`config.mk`:
```
export PLATFORM = sky130hd
export DESIGN_NAME = pipe_stage_queue
export DESIGN_NICKNAME = d
export VERILOG_FILES = /design/src/rtl/pipe_stage_queue.sv
export SDC_FILE = /design/constraint.sdc
export NUM_CORES = 1
export LEC_CHECK = 0
export CAP_MARGIN = 25
export CORE_ASPECT_RATIO = 0.5
export CORE_MARGIN = 2
export CORE_UTILIZATION = 48
export CTS_CLUSTER_SIZE = 30
export DETAILED_ROUTE_END_ITERATION = 12
export MAX_ROUTING_LAYER = met4
export PLACE_DENSITY_LB_ADDON = 0.3
export RECOVER_POWER = 100
export SYNTH_ARGS = -nofsm -noshare
export SYNTH_HDL_FRONTEND = slang
export SYNTH_SLANG_ARGS = --single-unit
```
`constraint.sdc`:
```
create_clock -name clk -period 7.75 [get_ports clk]
set_input_delay 1.55 -clock clk [delete_from_list [all_inputs] [get_ports clk]]
set_output_delay 1.55 -clock clk [all_outputs]
set_load 0.1 [all_outputs]
```
`src/rtl/pipe_stage_queue.sv`:
```
// Inter-stage pipeline FIFO with valid/ready backpressure, flush and occupancy reporting.
// Optional zero-latency cut-through when empty is enabled by defining PIPE_STAGE_BYPASS_EN.
module pipe_stage_queue #(
    parameter int WIDTH = 64,
    parameter int DEPTH = 2,
    parameter int CNT_W = $clog2(DEPTH + 1)
) (
    input  logic             clk,
    input  logic             reset,
    input  logic             in_valid,
    input  logic [WIDTH-1:0] in_data,
    output logic             in_ready,
    output logic             out_valid,
    output logic [WIDTH-1:0] out_data,
    input  logic             out_ready,
    input  logic             flush,
    output logic [CNT_W-1:0] count,
    output logic             full,
    output logic             empty
);

    localparam int PTR_W = $clog2(DEPTH);

    logic [WIDTH-1:0] mem_r [DEPTH];
    logic [PTR_W-1:0] wr_ptr_r;
    logic [PTR_W-1:0] rd_ptr_r;
    logic [CNT_W-1:0] count_r;

    logic full_s;
    logic empty_s;
    logic bypass_s;
    logic push_s;
    logic pop_s;

    // Occupancy flags and handshake qualification.
    always_comb begin
        full_s  = (count_r == CNT_W'(DEPTH));
        empty_s = (count_r == {CNT_W{1'b0}});
`ifdef PIPE_STAGE_BYPASS_EN
        bypass_s = empty_s & in_valid & out_ready;
`else
        bypass_s = 1'b0;
`endif
        // A cut-through beat leaves straight away, so it is neither stored nor popped.
        push_s = in_valid & (~full_s | out_ready) & ~bypass_s;
        pop_s  = ~empty_s & out_ready;
    end

    // Output port drive; the stored head is masked to zero while the queue is empty.
    always_comb begin
        in_ready = ~full_s | out_ready;
        count    = count_r;
        full     = full_s;
        empty    = empty_s;
        if (bypass_s) begin
            out_valid = ~flush;
            out_data  = in_data;
        end else if (empty_s) begin
            out_valid = 1'b0;
            out_data  = {WIDTH{1'b0}};
        end else begin
            out_valid = 1'b1;
            out_data  = mem_r[rd_ptr_r];
        end
    end

    // Pointer and occupancy state; flush discards everything including a same-cycle push.
    always_ff @(posedge clk or negedge reset) begin
        if (!reset) begin
            wr_ptr_r <= {PTR_W{1'b0}};
            rd_ptr_r <= {PTR_W{1'b0}};
            count_r  <= {CNT_W{1'b0}};
        end else if (flush) begin
            wr_ptr_r <= {PTR_W{1'b0}};
            rd_ptr_r <= {PTR_W{1'b0}};
            count_r  <= {CNT_W{1'b0}};
        end else begin
            if (push_s) begin
                wr_ptr_r <= wr_ptr_r + PTR_W'(1'b1);
            end else begin
                wr_ptr_r <= wr_ptr_r;
            end
            if (pop_s) begin
                rd_ptr_r <= rd_ptr_r + PTR_W'(1'b1);
            end else begin
                rd_ptr_r <= rd_ptr_r;
            end
            case ({push_s, pop_s})
                2'b10:   count_r <= count_r + CNT_W'(1'b1);
                2'b01:   count_r <= count_r - CNT_W'(1'b1);
                default: count_r <= count_r;
            endcase
        end
    end

    // Payload storage; deliberately not reset since empty masks it at the output.
    always_ff @(posedge clk) begin
        if (push_s && !flush) begin
            mem_r[wr_ptr_r] <= in_data;
        end
    end

endmodule
```
After elaboration in Yosys (flattened, before gate mapping)
Memories as Yosys holds them, arrays and structs flattened.
Index checks and enable logic that the tools add are counted.
{"block": "word_totals", "out_inout_bits": 70, "ff_bits": 4, "mem_bits_rw": 128, "wordCells": 32, "memories": 1}
{"block": "op_classes", "mux": 10, "n_reduce_logical": 6, "bitwise": 5, "n_addsub": 4, "eq_ne": 3}
{"name": "mem_r", "words": 2, "word_bits": 64, "rd": 1, "rd_clocked_by_memory_dff": 0, "write_ports": 1, "line": "24", "source": "logic [WIDTH-1:0] mem_r [DEPTH];"}
{"cell": "64-bit two-way mux", "n": 1}
{"cell": "1-bit two-way mux", "n": 7}
{"cell": "2-bit == test, second input constant", "n": 2}
{"cell": "2-bit one-hot mux with 2 select lines", "n": 1}
{"cell": "2-bit nonzero test", "n": 2}
{"cell": "3-bit nonzero test", "n": 1}
{"cell": "1-bit adder, second input constant", "n": 2}
{"cell": "2-bit by 1-bit adder with 2-bit output, second input constant", "n": 1}
{"cell": "1-bit bitwise AND", "n": 2}
{"cell": "2-bit by 1-bit == test with 1-bit output, second input constant", "n": 1}
{"cell": "2-bit logical NOT", "n": 1}
{"cell": "2-bit two-way mux", "n": 1}
{"cell": "1-bit NOT", "n": 2}
{"cell": "2-bit by 1-bit subtractor with 2-bit output, second input constant", "n": 1}
{"cell": "1-bit logical AND", "n": 1}
{"cell": "1-bit logical NOT", "n": 1}
{"cell": "1-bit OR", "n": 1}

Logic depth before layout (Yosys ltp)
Gate-level depths: netlist of run 1.
{"block": "depth", "word_depth": 7, "mapped_depth": 5}

Worst setup path after synthesis of run 1
No wires, ideal clock.
{"block": "synth_timing", "path_type": "input -> register", "startpoint": "input port out_ready", "endpoint": "memory mem_r[1][0], enable pin", "t_arrival_ps": 6686, "path_buffers": 0, "slack_ps": 487, "cell_stages": 3, "required_ps": 7172, "cell_sequence": "or3b_4 > nand2_4 > nor3b_1"}
{"block": "synth_via", "elab_chain_len": 5}
{"element": "start, declared", "line": "15", "source": "input logic out_ready,"}
{"element": "1-bit OR", "line": "45", "source": "push_s = in_valid & (~full_s | out_ready) & ~bypass_s;"}
{"element": "1-bit bitwise AND", "line": "45"}
{"element": "1-bit logical AND", "line": "98", "source": "if (push_s && !flush) begin"}
{"element": "1-bit two-way mux", "line": "98"}
{"element": "1-bit two-way mux (implied by the code)", "line": "99", "source": "mem_r[wr_ptr_r] <= in_data;"}
{"element": "end, declared", "line": "24"}
No other way between the ends.

Worst setup path after layout of run 1
{"block": "layout_timing", "startpoint": "input port out_ready", "endpoint": "output port in_ready"}
{"block": "layout_via", "elab_chain_len": 1}
{"element": "1-bit OR", "line": "51", "source": "in_ready = ~full_s | out_ready;"}
{"element": "end, declared", "line": "12", "source": "output logic in_ready,"}
No other way between the ends.

==> results.json, run 1 <==
{
  "yosys.area.top_type_share": 0.759,
  "yosys.area_share.simple": 0.0652,
  "cp_data_arrival_time_ns": 3.56,
  "cts_buffers": 17,
  "p_leak_nw": 2.62,
  "postRouteAntennaNets": 0,
  "die_h_um": 76.6,
  "slew_violations": 132,
  "grt_pass1_wl_mm": 15.8,
  "synth_flop_cell": "edfxtp_1",
  "track_usage": 0.192,
  "antennaDiodeCount": 0,
  "clk_pin_slew_worst_paths_ns": 0.05,
  "syn_area_um2": 5060,
  "hp-start": "count[1]",
  "status": "complete, but fails checks",
  "r2r_end": "mem_r[1][56]",
  "hpwl_mm": 6.37,
  "dieArea_um2": 11400,
  "start_kind": "input port",
  "rows": 26,
  "io_buffers": 138,
  "clock-sinks": 132,
  "cts_resized": 0,
  "vias": 2906,
  "num_io_pins": 139,
  "min_to": "count[1]",
  "syn_avg_cell_area_um2": 17.1,
  "clk_latency_ns": 0.40,
  "crit_path_end_kind": "output pin",
  "peakVddDrop_v": 0.000179,
  "yosysMostFrequentCell": "edfxtp_1",
  "reg2reg_slack_ns": 4.82,
  "clock.fmax_ghz": 0.196,
  "setup_violations": 0,
  "tightest_slew_ns": 2.01,
  "synth.distinct_cells": 21,
  "design_area_um2": 7250,
  "holdBufCountCts": 0,
  "cts_tree": "yes",
  "nets": 514,
  "synthToLayoutAreaGrowth_pct": 43.2,
  "drive_above_1_share": 0.0742,
  "postCtsSetupRepairBufs": 0,
  "via_per_inst": 4.86,
  "min_period_ns": 5.11,
  "p_per_area_nw_per_um2": 283,
  "min_path_cells": 2,
  "clock-root-buffer": "clkbuf_16",
  "async_reset_ff_frac": 0.0303,
  "tns_ns": 0,
  "die_w_um": 149,
  "min_path_type": "reg -> reg",
  "relSlewSlack": -0.340,
  "yosys-top-cells-area": "edfxtp_1 76%, mux2i_1 13%, nor2_1 5.0%, dfrtp_1 2.0%, buf_4 1.2%",
  "failed_checks": "max-capacitance violations, max-slew violations",
  "maxCapViolCount": 4,
  "totalWireLength_mm": 9.93,
  "seq_area_um2": 3950,
  "rsz0062_at_grt": "no",
  "synth_top_area_cell": "edfxtp_1",
  "worstSetupStartpoint": "out_ready",
  "dpl_cell_area_um2": 6590,
  "synth_common_cells": "128 x edfxtp_1, 67 x nor2_1, 64 x mux2i_1",
  "h-tree-depth": 4,
  "hold_violations": 0,
  "synth_mux_area_frac": 0.130,
  "fin_crit_sh": 0.660,
  "fillers": 686,
  "cp_max_fo": 6,
  "yosys_register_bits": 132,
  "yosysWarnings": 0,
  "path_class": "in -> out",
  "drt_iter0_markers": 166,
  "r2r_start": "count[1]",
  "wire_per_inst_um": 16.6,
  "synth_compound_area_frac": 0.00593,
  "routabilityCongestion": 0.782,
  "synth_top_family_by_area": "multiplexers",
  "synth_edf_count": 128,
  "multi_input_comb_area_um2": 1010,
  "grt.overflow.total": 0,
  "grt_pass1_vias": 3070,
  "cp_data_required_time_ns": 6.20,
  "reg2reg_depth": 4,
  "antenna_found_initial": 0,
  "synthXorXnorAreaFrac": 0.00173,
  "synth_seq_area_share": 0.779,
  "fin_skew_ns": 0.00812,
  "clk_path_buf_depth": 2,
  "syn-num-nets": 365,
  "core_area_um2": 10200,
  "start_util": 0.494,
  "dr.pass1.iters": 4,
  "synth_fa_ha_area_frac": 0,
  "syn_inst": 296,
  "drc": 0,
  "grt_max_degree": 66
}
==> logic make-up (layout without fill, tap and decap cells) <==
| logic type | Yosys count | after routing |
|---|---|---|
| muxes | 65 | 65 |
| xor gates and xnor gates | 1 | 1 |
| buffers and inverters | 15 | 177 |
| AOI/OAI and AO/OA | 5 | 5 |
| and+or+nand+nor | 78 | 78 |
| DFF | 132 | 132 |
==> state kept, by name (all words and copies together), names as in the netlist <==
| name | cells |
|---|---|
| count | 2 |
| rd_ptr_r | 1 |
| wr_ptr_r | 1 |
| mem_r | 128 |
==> area by class of cell <==
cell class                      instances  area share
Clock buffer                           18      0.0592
Clock inverter                         14      0.0321
Inverter                                1    0.000518
Multi-Input combinational cell        149       0.140
Sequential cell                       132       0.545
Tap cell                              140      0.0242
Timing Repair Buffer                  144       0.199
==> how the worst max path moves through the flow <==
stage | slack, ns | endpoint | cells past startpoint
floorplan | 0.49 | mem_r[1][0] | 3
global placement | 2.77 | in_ready | 3
detailed placement | 2.72 | in_ready | 3
CTS | 2.72 | in_ready | 3
global route | 2.58 | in_ready | 3
finish | 2.64 | in_ready | 3
==> critical path, stage by stage <==
cell and delay, ns:
dlygate4sd3_1 0.65, or3b_1 0.16, dlygate4sd3_1 1.20
==> metrics by stage <==
stage	power, mW	worst slack, ns	hold slack (ns)	utilization	instances
global placement	1.18	2.77	0.619	0.641	564
detailed placement	1.20	2.72	0.654	0.643	565
CTS	2.08	2.72	0.656	0.708	597
global route	2.12	2.58	0.707	0.707	598
floorplan	1.09	0.487	0.616	-	296
finish	2.05	2.64	0.657	0.707	598
==> metal layers <==
layer,share of wire,up-vias,wire (µm),track usage
li1,-,1405,-,-
met1,0.39,1419,3920,0.204
met2,0.56,76,5520,0.343
met3,0.039,6,385,0.0587
met4,0.011,0,107,0.0629
met5,0,-,0,-
==> placed cells by master (no fill, tap or decap), types with 2 or more instances in the layout <==
cell type	count
dlygate4sd3_1	136
edfxtp_1	128
nor2_1	67
mux2i_1	64
clkbuf_16	17
bufinv_16	6
clkbuf_1	5
nor2b_1	3
clkinv_4	3
dfrtp_1	3
a21oi_1	2
a211oi_1	2
clkinv_1	2
clkinv_2	2
clkdlybuf4s50_1	2
==> power by group <==
group          total, mW  internal [mW]  leakage (nW)  switching (mW)
logic              0.336         0.0850          1.07           0.251
registers          0.828          0.816          1.23          0.0119
clock network      0.889          0.602         0.323           0.287
total               2.05           1.50          2.62           0.550
No activity file was read; power rests on OpenSTA's default activity.
==> run 2: changes to the inputs <==
CORE_UTILIZATION = 43   (was 48)
clock period = 4.1 ns   (was 7.75 ns; I/O delays follow)
==> results.json, run 2 (synthesis results as in run 1) <==
{
  "rsz0062_at_grt": "no",
  "hpwl_mm": 6.27,
  "io_buffers": 138,
  "dr.pass1.iters": 4,
  "clock-sinks": 132,
  "clock-root-buffer": "clkbuf_16",
  "synthToLayoutAreaGrowth_pct": 39.6,
  "cts_tree": "yes",
  "cp_data_arrival_time_ns": 2.83,
  "clk_path_buf_depth": 2,
  "cts_resized": 0,
  "maxCapViolCount": 2,
  "slew_violations": 66,
  "totalWireLength_mm": 9.55,
  "start_kind": "flip-flop",
  "finalPower_mw": 3.74,
  "postRouteAntennaNets": 0,
  "layout_commonest_cell": "edfxtp_1",
  "die_h_um": 80.7,
  "setup_violations": 0,
  "peakVddDrop_v": 0.000283,
  "vias": 2912,
  "cp_data_required_time_ns": 3.28,
  "grt_pass1_wl_mm": 14.6,
  "antenna_found_initial": 1,
  "largest_reg_flops": 128,
  "design_area_um2": 7070,
  "grt.overflow.total": 0,
  "crit_path_end_kind": "output pin",
  "track_usage": 0.162,
  "reg2reg_depth": 4,
  "cts_buffers": 17,
  "fin_ws_ns": 0.453,
  "cp_max_fo": 40,
  "holdBufCountCts": 0,
  "drt_iter0_markers": 151,
  "routabilityCongestion": 0.753,
  "min_path_type": "reg -> reg",
  "grt_max_degree": 48,
  "drc": 0,
  "die_w_um": 157,
  "rows": 27,
  "clk_latency_ns": 0.40,
  "p_leak_nw": 2.43,
  "nets": 516,
  "path_class": "reg -> out",
  "min_period_ns": 3.65,
  "postCtsSetupRepairBufs": 0,
  "clock.fmax_ghz": 0.274,
  "fin_crit_sh": 0.890,
  "core_area_um2": 11200,
  "tns_ns": 0,
  "failed_checks": "max-capacitance violations, max-slew violations",
  "drive_above_1_share": 0.292,
  "dieArea_um2": 12700,
  "via_per_inst": 4.70,
  "dpl_cell_area_um2": 6610,
  "min_path_cells": 2,
  "final_cell_mix": "128 x edfxtp_1, 70 x dlygate4sd3_1, 64 x mux2i_1",
  "pre_cts_slack_ns": 1.10,
  "h-tree-depth": 4,
  "tightest_slew_ns": 1.91,
  "grt_pass1_vias": 3016,
  "p_per_area_nw_per_um2": 530,
  "status": "complete, but fails checks",
  "start_util": 0.451,
  "fin_skew_ns": 0.0111,
  "hold_violations": 0,
  "wire_per_inst_um": 15.4,
  "num_io_pins": 139,
  "relSlewSlack": -0.272,
  "regMostFlops": "mem_r",
  "clk_pin_slew_worst_paths_ns": 0.05,
  "fillers": 885
}
-- run 2: cell count changes in the layout (fill, tap and decap cells not counted), moves of 2 or more --
cell	before	now
dlygate4sd3_1	136	70
nor2_1	67	14
nor2_2	0	53
buf_4	0	39
clkbuf_1	5	25
clkbuf_2	0	9
clkinvlp_4	0	3
bufinv_16	6	4
clkinv_2	2	4
-- run 2: layout make-up --
class | instances | area [µm²] | area share
Antenna cell | 1 | 2.50 | 0.000354
Clock buffer | 17 | 425 | 0.0602
Clock inverter | 14 | 188 | 0.0266
Inverter | 1 | 5.00 | 0.000708
Multi-Input combinational cell | 149 | 1150 | 0.162
Sequential cell | 132 | 3950 | 0.558
Tap cell | 159 | 199 | 0.0281
Timing Repair Buffer | 146 | 1160 | 0.164
-- run 2: stage by stage --
step           cells   util  hold slack (ns)
6_report         619  0.630            0.657
5_1_grt          619  0.630            0.684
4_1_cts          618  0.644            0.620
3_5_place_dp     587  0.590            0.652
3_3_place_gp     587  0.590            0.616
2_1_floorplan    296      -            0.524
-- run 2: worst paths after layout --
check	start	endpoint	slack (ns)
setup / recovery	rd_ptr_r	out_data[62]	0.45
hold / removal	count[1]	count[1]	0.66
setup reg to reg	count[1]	mem_r[0][37]	1.27
hold reg to reg	count[1]	count[1]	0.66
max in group asynchronous	reset	rd_ptr_r	3.19
min in group asynchronous	reset	count[0]	0.71
-- run 2: critical path: stages (launching register included) --
cell      delay, ns
dfrtp_2        1.16
mux2i_1        0.25
nor2_2         0.13
clkbuf_1       0.88
-- run 2: power breakdown --
| part | leakage, nW | total [mW] | internal [mW] | switching (mW) |
|---|---|---|---|---|
| registers | 1.23 | 1.57 | 1.54 | 0.0286 |
| logic | 0.909 | 0.632 | 0.150 | 0.482 |
| clock network | 0.292 | 1.54 | 1.01 | 0.533 |
-- run 2: layer usage --
metal  global-route usage  vias to the layer above  share of wire
li1                     -                     1405              -
met1                0.164                     1418           0.41
met2                0.293                       75           0.54
met3               0.0480                       14          0.041
met4               0.0773                        0          0.014
met5                    -                        -              0
